==> config.mk <==
export PLATFORM = sky130hd
export DESIGN_NAME = demux1_8_tdm
export DESIGN_NICKNAME = d
export VERILOG_FILES = /design/src/rtl/demux1_8_tdm.sv
export SDC_FILE = /design/constraint.sdc
export NUM_CORES = 1
export LEC_CHECK = 0
export CAP_MARGIN = 10
export CORE_MARGIN = 4
export CORE_UTILIZATION = 35
export DETAILED_ROUTE_END_ITERATION = 7
export GPL_TIMING_DRIVEN = 0
export PLACE_DENSITY = 0.56
export SYNTH_ARGS = -nofsm -noshare
export SYNTH_HDL_FRONTEND = slang
export SYNTH_SLANG_ARGS = --single-unit
==> constraint.sdc <==
create_clock -name clk -period 1.7 [get_ports clk]
set_input_delay 0.425 -clock clk [delete_from_list [all_inputs] [get_ports clk]]
set_output_delay 0.425 -clock clk [all_outputs]
set_load 0.01 [all_outputs]
==> src/rtl/demux1_8_tdm.sv <==
// demux1_8_tdm: receive end of an 8-slot TDM link; re-assembles serial slot bits into y[7:0].
// Optional early-sync error pulse on frame_err is built only when DEMUX_FRAME_ERR_EN is defined.
module demux1_8_tdm (
  input  logic       clk,
  input  logic       rst_n,
  input  logic       din,
  input  logic       din_valid,
  input  logic       sync,
  output logic [7:0] y,
  output logic       y_valid,
  output logic [2:0] sel,
  output logic       locked,
  output logic       frame_err
);

  typedef enum logic {
    ST_IDLE = 1'b0,
    ST_RUN  = 1'b1
  } state_t;

  state_t     state_r;
  state_t     state_s;
  logic [2:0] cnt_r;
  logic [2:0] cnt_s;
  logic [7:0] buf_r;
  logic [7:0] buf_s;
  logic [7:0] y_r;
  logic [7:0] y_s;
  logic       y_valid_r;
  logic       y_valid_s;
  logic       locked_r;

  // Next-state: sync always restarts the frame at slot 0; slot 7 completes the word.
  always_comb begin
    state_s   = state_r;
    cnt_s     = cnt_r;
    buf_s     = buf_r;
    y_s       = y_r;
    y_valid_s = 1'b0;
    if (din_valid) begin
      if (sync) begin
        buf_s[0] = din;
        cnt_s    = 3'd1;
        state_s  = ST_RUN;
      end else begin
        case (state_r)
          ST_RUN: begin
            if (cnt_r == 3'd7) begin
              y_s       = {din, buf_r[6:0]};
              y_valid_s = 1'b1;
              cnt_s     = 3'd0;
            end else begin
              buf_s[cnt_r] = din;
              cnt_s        = cnt_r + 3'd1;
            end
          end
          ST_IDLE: begin
            state_s = ST_IDLE;
          end
          default: begin
            state_s = ST_IDLE;
            cnt_s   = 3'd0;
          end
        endcase
      end
    end else begin
      state_s = state_r;
    end
  end

  // State and output registers with synchronous active-low reset.
  always_ff @(posedge clk) begin
    if (!rst_n) begin
      state_r   <= ST_IDLE;
      cnt_r     <= 3'd0;
      buf_r     <= 8'h00;
      y_r       <= 8'h00;
      y_valid_r <= 1'b0;
      locked_r  <= 1'b0;
    end else begin
      state_r   <= state_s;
      cnt_r     <= cnt_s;
      buf_r     <= buf_s;
      y_r       <= y_s;
      y_valid_r <= y_valid_s;
      locked_r  <= (state_s == ST_RUN);
    end
  end

  assign y       = y_r;
  assign y_valid = y_valid_r;
  assign sel     = cnt_r;
  assign locked  = locked_r;

`ifdef DEMUX_FRAME_ERR_EN
  logic early_sync_s;
  logic frame_err_r;

  // A sync landing mid-frame while locked means the transmitter slipped.
  always_comb begin
    early_sync_s = din_valid && sync && (state_r == ST_RUN) && (cnt_r != 3'd0);
  end

  // Error pulse register, one cycle per early sync.
  always_ff @(posedge clk) begin
    if (!rst_n) begin
      frame_err_r <= 1'b0;
    end else begin
      frame_err_r <= early_sync_s;
    end
  end

  assign frame_err = frame_err_r;
`else
  assign frame_err = 1'b0;
`endif

endmodule

[After elaboration in Yosys (flattened, before gate mapping)]
Index checks and enable logic that the tools add are counted.
Word-level totals
  bits in registers: 21
  output and inout bits: 14
  word-level logic and storage cells: 35
Operators by class
  $add $sub $neg: 1
  order comparisons: 2
  equal/unequal tests: 2
  muxes and demuxes: 12
  bitwise gates (word level): 5
  reduce and logical (&&, ||, !) cells: 7
Operators with widths (number)
  $mux W3: 3
  $bwmux W8: 1
  $reduce_and A4 Y1: 2
  $mux W1: 7
  $not A1 Y1: 5
  $lt A3 B4 Y1 const B: 1
  $reduce_or A4 Y1: 1
  $add A3 B1 Y3 const B: 1
  $demux W1 S3: 1
  $eq A3 B3 Y1 const B: 1
  $ge A3 B1 Y1 const B: 1
  $reduce_and A3 Y1: 1
  $ne A2 B2 Y1 const B: 1
  $reduce_and A2 Y1: 1
  $reduce_bool A2 Y1: 1
  $logic_and A1 B1 Y1: 1

[Longest topological paths before layout]
  depth in word-level cells: 8
  mapped depth: 6
  mapped depth without buffers: 5

[Least setup slack after synthesis]
OpenSTA, ideal clock, no wires.
  path kind: reg2reg
  start: register cnt_r[1] (netlist: sel[1])
  end: register y_r[5] (netlist: y[5])
  data arrival time: 1.398 ns
  data required time: 1.579 ns
  setup slack: 0.181 ns
  stages on the path, launching flop included: 7
  buffers on the path: 1
  path through: dfxtp_1 > ha_1 > ha_1 > nand4b_2 > buf_2 > nand3_1 > o21ai_0
On the way
  longest elaborated chain between the ends: 2
RTL lines
  start, declared: line 23  | logic [2:0] cnt_r;
  start signal, assigned: line 82  | cnt_r <= cnt_s;
  $eq A3 B3 Y1: line 48  | if (cnt_r == 3'd7) begin
  $reduce_and A4 Y1 (no line)
  end signal, assigned: line 84  | y_r <= y_s;
  end, declared: line 27  | logic [7:0] y_r;
No other way between the ends.
A chain may end at the register's enable or synchronous reset.

[Final worst setup path]
  start: register y_r[6] (netlist: y[6])
  end: output y[6]
RTL lines
  end, declared: line 9  | output logic [7:0] y,
No word-level cell between the ends.

==> results_dict.tcl <==
set metrics [dict create \
    status "finished, final reports clean" \
    hold_path_end "sel[0]" \
    netlist_area_um2 827 \
    rows 17 \
    synth_top_cell_by_area "dfxtp_1" \
    diodes 0 \
    drc 0 \
    wl_per_cell_um 12.8 \
    clock_sinks 20 \
    fin_cells 137 \
    grt_overflow 0 \
    crit_arrival_ps 1190 \
    top_layer_used "met4" \
    clk_path_buf_depth 2 \
    regToRegStartpoint "sel[0]" \
    min_path_type "input pin to register" \
    yosys.cell_types.count 24 \
    synth-async-reset-ratio 0 \
    ys.flop_type "dfxtp_1" \
    start_kind "register" \
    r2r_cells 6 \
    wl_met3_um 54 \
    clkTransAtPathRegs_ps 120 \
    synthTopCellsByArea "dfxtp_1 (48%), mux2i_1 (7.3%), nand3_1 (7.3%), o21ai_0 (6.1%), nand2_1 (4.5%)" \
    die_w_um 56.6 \
    track_usage 0.118 \
    drt_pre_antenna_iters 4 \
    postLayoutCellArea_um2 1110 \
    avgSynthCellArea_um2 9.29 \
    wl_met1_um 876 \
    synth_most_common_cell "dfxtp_1" \
    drv_cap 0 \
    die_h_um 56.6 \
    fin_crit_ps 1610 \
    met2_length_um 807 \
    syn_to_final_growth_pct 33.9 \
    rrSetupSlack_ps 200 \
    p_leak_nw 0.493 \
    dieArea_um2 3200 \
    drt_wl_total_um 1750 \
    drv_slew 0 \
    cts_inserted_buffers 3 \
    cts_tree "done" \
    synth_cells 89 \
    vdd_drop_max_mv 0.689 \
    place.detailed.hpwl_um 1220 \
    crit_fanout 2 \
    drt.antenna.violating_nets 0 \
    drtIter0Drc 14 \
    grt_pass1_vias 624 \
    setup_viol 0 \
    finalCritPeriodShare 0.949 \
    synth_warnings 0 \
    endpoint_kind "output pin" \
    p_total_w 0.000933 \
    synth_edf_count 0 \
    fmaxAchievable_mhz 620 \
    dp_cells 133 \
    fin_util 0.496 \
    hold_depth 3 \
    antenna_found_initial 0 \
    hold_ws_ps 425 \
    synth_top_area_share 0.484 \
    rsz0062_at_grt "false" \
    num_vias 701 \
    io_buffers 16 \
    yosysSeqAreaShare 0.484 \
    num_io_pins 19 \
    path_class "register to output pin" \
    cp.required_ps 1270 \
    worstPathCellList "clkdlybuf4s50_1" \
    grt_pass1_wl_um 2960 \
    via_per_inst 5.12 \
    power_density_nw_per_um2 842 \
    cts_max_level 1 \
    synthTopCellsByCount "dfxtp_1 (20), nand3_1 (12), nand2_1 (10), o21ai_0 (10), mux2i_1 (6)" \
    layout.nets 117 \
    critPathMaxStageDelay_ps 540 \
    crit_family "buffers and inverters" \
    hp-start "din_valid" \
    synth_seq_cells 20 \
    clock_skew_ps 2.74 \
    crit_buf_inv 1 \
    reg2reg_to "y[6]" \
    routabilityCongestion 0.737 \
    worstSkewPairLatency_ps 300 \
    syn_nets 96 \
    placed_area_um2 1020 \
    hold_viol 0 \
    layout-drive-gt1-share 0.138 \
    cts_root_buf "clkbuf_4" \
    core_um2 2230 \
    cp_slowest_cell "clkdlybuf4s50_1" \
    grt_max_degree 13 \
    floorplan.initialDensity 0.370 \
]
==> placed cells by master (no fill, tap or decap), drive strengths merged <==
master	n
dfxtp	20
buf	4
nor2	2
clkbuf	5
dlygate4sd2	1
ha	2
and3b	1
nor2b	3
nand2	10
nand4	4
a221o	1
dlymetal6s2s	3
and4bb	1
o21ai	10
mux2i	6
a22oi	2
nor3	1
bufinv	1
nand4b	2
conb	1
nand3	12
nor3b	1
clkdlybuf4s50	12
and3	1
nand3b	1
a21oi	2
==> power breakdown <==
| group | internal (W) | switching (W) | total (W) |
|---|---|---|---|
| clock | 0.000238 | 0.000154 | 0.000392 |
| combinational | 0.0000266 | 0.0000327 | 0.0000593 |
| sequential | 0.000471 | 0.0000103 | 0.000482 |
==> worst min-delay path, stage by stage <==
cell and delay [ps]:
buf_2 150, nand2_1 60, o21ai_0 60
==> cell type report <==
class                   count  area, um^2
clock inverters             1        30.0
multi-input cells          63         405
plain buffers               6        32.5
repair buffers             16         166
well taps                  28        35.0
clock buffers               3        22.5
fillers                   217        1130
flip-flops and latches     20         415
==> timing repair <==
item | in CTS | in global routing
gates resized for setup | 9 | 5
endpoints found under the setup margin | 12 | 9
hold buffers | 0 | 0
buffers inserted | 0 | 0
==> per-stage QoR <==
stage / worst slack [ps] / setup TNS, ps
finish: 86.9 / 0
global route: 17.8 / 0
CTS: 11.0 / 0
detailed placement: -158 / -1110
global placement: -142 / -880
floorplan: 181 / 0
==> how the worst max path moves through the flow <==
stage | slack (ps) | cells after the start | to | startpoint
final | 90 | 1 | y[6] | y[6]
after CTS | 10 | 1 | sel[1] | sel[1]
after detailed placement | -160 | 5 | y[6] | sync
after global routing | 20 | 1 | y[2] | y[2]
after floorplan | 180 | 6 | y[5] | sel[1]
after global placement | -140 | 5 | y[6] | sync
==> cell families (layout without fill, tap and decap cells) <==
kind of cell	after synthesis	count (layout)	synth area share
other cells	1	1	0.00453
simple gates	39	39	0.266
fa+ha+maj	2	2	0.0303
mux	6	6	0.0726
flops	20	20	0.484
buf+inv	6	26	0.0393
compound gates	15	15	0.103
==> layer usage <==
metal	GRT usage	vias up
met5	0	-
met4	0.0610	0
met3	0.0230	2
met2	0.172	9
met1	0.163	326
li1	-	364
==> state kept, by name, summed over array words and instances, names as in the netlist <==
name,flops
y_valid,1
y,8
sel,3
locked,1
buf_r,7
(Power assumes the default switching activity.)
==> edit 1 (config.mk and constraints unchanged) <==
The option `DEMUX_FRAME_ERR_EN` is turned on by a define.
--- a/src/rtl/demux1_8_tdm.sv
+++ b/src/rtl/demux1_8_tdm.sv
@@ -1,5 +1,7 @@
 // demux1_8_tdm: receive end of an 8-slot TDM link; re-assembles serial slot bits into y[7:0].
 // Optional early-sync error pulse on frame_err is built only when DEMUX_FRAME_ERR_EN is defined.
+`define DEMUX_FRAME_ERR_EN
+
 module demux1_8_tdm (
   input  logic       clk,
   input  logic       rst_n,
Check against the original RTL: not equivalent (a bounded check fails within 4 cycles, from zero or initial values and one cycle with rst_n low).
==> edit 1 against the original RTL <==
- via count is 7.6% higher
- synthesized cell count is 3.4% higher
- fmax is 1.0% lower
- first-iteration DRC count is 29% higher
- routed wire length is 4.6% higher
- sequential cell count is 1 higher
- register-to-register slack worse by 0.13 ns
- setup slack worse by 0.016 ns
- area after synthesis is 2.9% higher
- count of clock-buffer cells in the layout is 1 higher
- design area is 4.6% higher
- power is 13% lower
- highest routed layer unchanged
==> edit 1: results (changes against the original RTL) <==
* Distinct cell type count after synthesis at 26 (+8.3%)
* Via count at 754 (+7.6%)
* Worst Skew at 0.006308 ns (+0.003569 ns)
* GRT Util Overall at 0.1272 (+0.009145)
* DPL Wire Length at 1.339 mm (+9.8%)
* GPL Wtd Cong at 0.7841 (+6.4%)
* Ranking of synthesized cells by area: dfxtp_1 49%, mux2i_1 7.1%, nand3_1 6.5%, nand2_1 4.9%, o21ai_1 4.7%
* CTS Buf Count at 3 (unchanged)
* Crit-path max FO at 4 (+2)
* Placed cells at 138 (+3.8%)
* Peak supply drop at 0.4442 mV (-35%)
* Synth cell count leaders: 21 x dfxtp_1, 11 x nand2_1, 11 x nand3_1
* Largest net degree at the start of global routing at 12 (-1)
* Drt initial violations at 18 (+4)
* Met3 Use GR at 0.02941 (+0.006423)
* Layout cells sized above 1 at 0.1441 (+0.006453)
* Sequential area share after synthesis at 0.4941 (+0.01000)
* Number of global-route vias before repair at 731 (+17%)
* Final nets at 127 (+8.5%)
* Reg2reg end: buf_r[0]
* First-pass GRT wire length at 3.270 mm (+10%)
* Fillers at 227 (+4.6%)
* Flop-to-flop setup slack at 0.07 ns (-0.13 ns)
* Hold_sp: y[1]
* Worst reg2reg path startpoint: sel[0]
* Hold Crit Class: flip-flop to flip-flop
* Hold Crit Depth at 2 (-1)
* Final wirelength at 1.832 mm (+4.6%)
* Syn Area/Cell at 9.248 µm² (-0.48%)
* Hold Path Sink: y[1]
* Wire per inst at 12.55 µm (-1.9%)
* Grt met1 use at 0.1554 (-0.007519)
* PortBufs at 18 (+2)
* Status: completed
* Pleak at 0.0004470 µW (-9.3%)
* Critical Path Slowest Stage Cell: clkdlybuf4s50_1
* R2r worst-path depth at 5 (-1)
* Syn_nets at 100 (+4.2%)
* Routing usage on met2 at 0.2104 (+0.03882)
==> edit 1: worst max-delay path by stage <==
| stage | from | endpoint | depth (start not counted) |
|---|---|---|---|
| final | sel[1] | sel[1] | 1 |
| after global routing | sel[0] | buf_r[0] | 5 |
| after CTS | sel[1] | sel[1] | 1 |
| after detailed placement | sync | y[5] | 5 |
| after global placement | sync | y[5] | 5 |
| after floorplan | sel[0] | buf_r[0] | 5 |
==> edit 1: cell families after synthesis <==
group / synth area share
AOI/OAI and AO/OA: 0.1074
and+or+nand+nor: 0.2530
adders and majority gates: 0.04412
DFF: 0.4941
muxes: 0.07059
buffers and inverters: 0.03089
==> edit 1: layer usage <==
layer  vias up  routed length [µm]
met4         0                  16
li1        387                   -
met5         -                   0
met1       353                 818
met2        12                 930
met3         2                  67
==> edit 1: repair_timing <==
item	CTS	global route
buffers inserted	2	2
gates resized for setup	7	6
hold buffers	0	0
endpoints found under the setup margin	13	4
==> edit 1: final cells by class <==
type | instances | area (µm²) | area share
Sequential cell | 21 | 435.4 | 0.3758
Multi-Input combinational cell | 65 | 422.9 | 0.3650
Timing Repair Buffer | 22 | 212.7 | 0.1836
Tap cell | 28 | 35.03 | 0.03024
Clock buffer | 4 | 26.28 | 0.02268
Buffer | 4 | 18.77 | 0.01620
Inverter | 2 | 7.507 | 0.006479
==> edit 1: through the flow <==
| step | setup WS, ns | hold slack [ns] | setup TNS (ns) | cell area [µm²] |
|---|---|---|---|---|
| floorplan | 0.003952 | 0.4291 | 0 | 850.8 |
| global placement | -0.3022 | 0.4427 | -3.563 | 1066 |
| detailed placement | -0.3179 | 0.4505 | -3.846 | 1066 |
| CTS | 0.004134 | 0.4674 | 0 | 1120 |
| global route | -0.01431 | 0.4860 | -0.01431 | 1159 |
| finish | 0.07059 | 0.4626 | 0 | 1159 |
==> edit 1: worst reg2reg max path: stages (launching register included) <==
cell      delay, ns
dfxtp_4        0.37
ha_2           0.19
ha_4           0.17
or4_4          0.41
or3_1          0.31
o211ai_1       0.09
==> edit 1: power by group <==
group          internal, µW  switching, µW
Sequential              495           6.09
Combinational          35.4           38.7
Clock                  91.3            147
==> edit 2 (config.mk and constraints unchanged) <==
Without the edit above. `buf_r` and `y_r` no longer have a reset.
--- a/src/rtl/demux1_8_tdm.sv
+++ b/src/rtl/demux1_8_tdm.sv
@@ -73,18 +73,19 @@
     if (!rst_n) begin
       state_r   <= ST_IDLE;
       cnt_r     <= 3'd0;
-      buf_r     <= 8'h00;
-      y_r       <= 8'h00;
       y_valid_r <= 1'b0;
       locked_r  <= 1'b0;
     end else begin
       state_r   <= state_s;
       cnt_r     <= cnt_s;
-      buf_r     <= buf_s;
-      y_r       <= y_s;
       y_valid_r <= y_valid_s;
       locked_r  <= (state_s == ST_RUN);
     end
+  end
+
+  always_ff @(posedge clk) begin
+    buf_r <= buf_s;
+    y_r   <= y_s;
   end
 
   assign y       = y_r;
Check against the original RTL: differs if rst_n is asserted again (counterexample within 10 cycles, from zero or initial values and one cycle with rst_n low); with rst_n held inactive, the same outputs for 10 cycles.
==> edit 2 against the original RTL <==
- sequential cell count stayed put
- non-clock buffer count decreased by 4
- sequential share of layout area rose by 17 points
- worst hold slack gained 0.0056 ns
- power fell by 10%
- via count down 27%
- setup slack got worse by 0.021 ns
- core utilization rose by 1.0 points
- combinational power down 16%
- design area down 5.8%
- final cell count is 22% lower
- fmax down 1.3%
- routed wire length shrank 32%
- area after synthesis down 4.4%
==> edit 2: results (changes against the original RTL) <==
* Status: completed
* Crit path to: locked
* Worst Skew at 0.004481 ns (+0.001743 ns)
* Pleak at 0.0004428 µW (-10%)
* Clk pwr at 256 µW (-35%)
* Compound-Gate Fraction of Synth Area at 0.02215 (-0.08072)
* Peak supply drop at 0.4669 mV (-32%)
* Ranking of synthesized cells by area: edfxtp_1 57%, dfxtp_1 13%, nand3_1 4.4%, nand2_1 3.3%, nor2_1 3.3%
* Hold Crit Depth at 0 (-3)
* Distinct cell type count after synthesis at 21 (-13%)
* Arr. time, crit path at 1.21 ns (+0.02 ns)
* Main flop type after synthesis: edfxtp_1
* First-pass GRT wire length at 2.007 mm (-32%)
* Clock transition at path regs at 0.10 ns (-0.02 ns)
* Routing usage on met2 at 0.1267 (-0.04493)
* DP Area at 984.7 µm² (-3.7%)
* Grt met1 use at 0.1006 (-0.06237)
* Worst setup path startpoint: locked
* Drt initial violations at 18 (+4)
* Reg2reg end: buf_r[4]
* Sequential area share after synthesis at 0.6962 (+0.2121)
* Worst-Skew Late Latency at 0.28 ns (-0.02 ns)
* Synth cell count leaders: 15 x edfxtp_1, 7 x nand2_1, 7 x nand3_1, 7 x nor2_1, 5 x dfxtp_1
* Final nets at 88 (-25%)
* Hold Crit Class: flip-flop to flip-flop
* Number of global-route vias before repair at 469 (-25%)
* DR vias/cell at 4.804 (-6.1%)
* Seq power at 534 µW (+11%)
* R2r worst-path depth at 5 (-1)
* Hold_sp: buf_r[1]
* DPL Wire Length at 854.7 µm (-30%)
* Crit-path max FO at 7 (+5)
* Layout cells sized above 1 at 0.1875 (+0.04989)
* Flop-to-flop setup slack at 0.18 ns (-0.02 ns)
* Flop pwr share at 0.636 (+0.120)
* Hold Path Sink: y[1]
* Adder-Cell Fraction of Synth Area at 0.03165 (+0.001388)
* Fillers at 195 (-10%)
## edit 2: per-layer routing
metal  part of all wire  routed length (µm)
met5                  0                   0
met4              0.010                  12
met3              0.078                  93
met2               0.48                 576
met1               0.43                 516
## edit 2: layout make-up
type | count | area share
repair buffers | 16 | 0.1607
plain buffers | 2 | 0.01199
clock buffers | 4 | 0.03477
multi-input cells | 38 | 0.2182
well taps | 27 | 0.03237
flip-flops and latches | 20 | 0.5420
## edit 2: repair_timing
item                                    in CTS  in global routing
hold buffers                                 0                  0
endpoints found under the setup margin       4                  4
setup buffers                                0                  0
resized for setup                            6                  5
## edit 2: through the flow
step                      hold WS (ns)  setup slack, ns  utilization  TNS, ns  instances
after floorplan                 0.4003           0.2553            -        0         60
after global placement          0.4006          -0.1998       0.4775   -2.374        103
after detailed placement        0.4056          -0.2030       0.4775   -2.436        103
after CTS                       0.4308         0.001154       0.5000        0        107
after global routing            0.4330          0.01244       0.5061        0        107
final                           0.4304          0.06575       0.5061        0        107
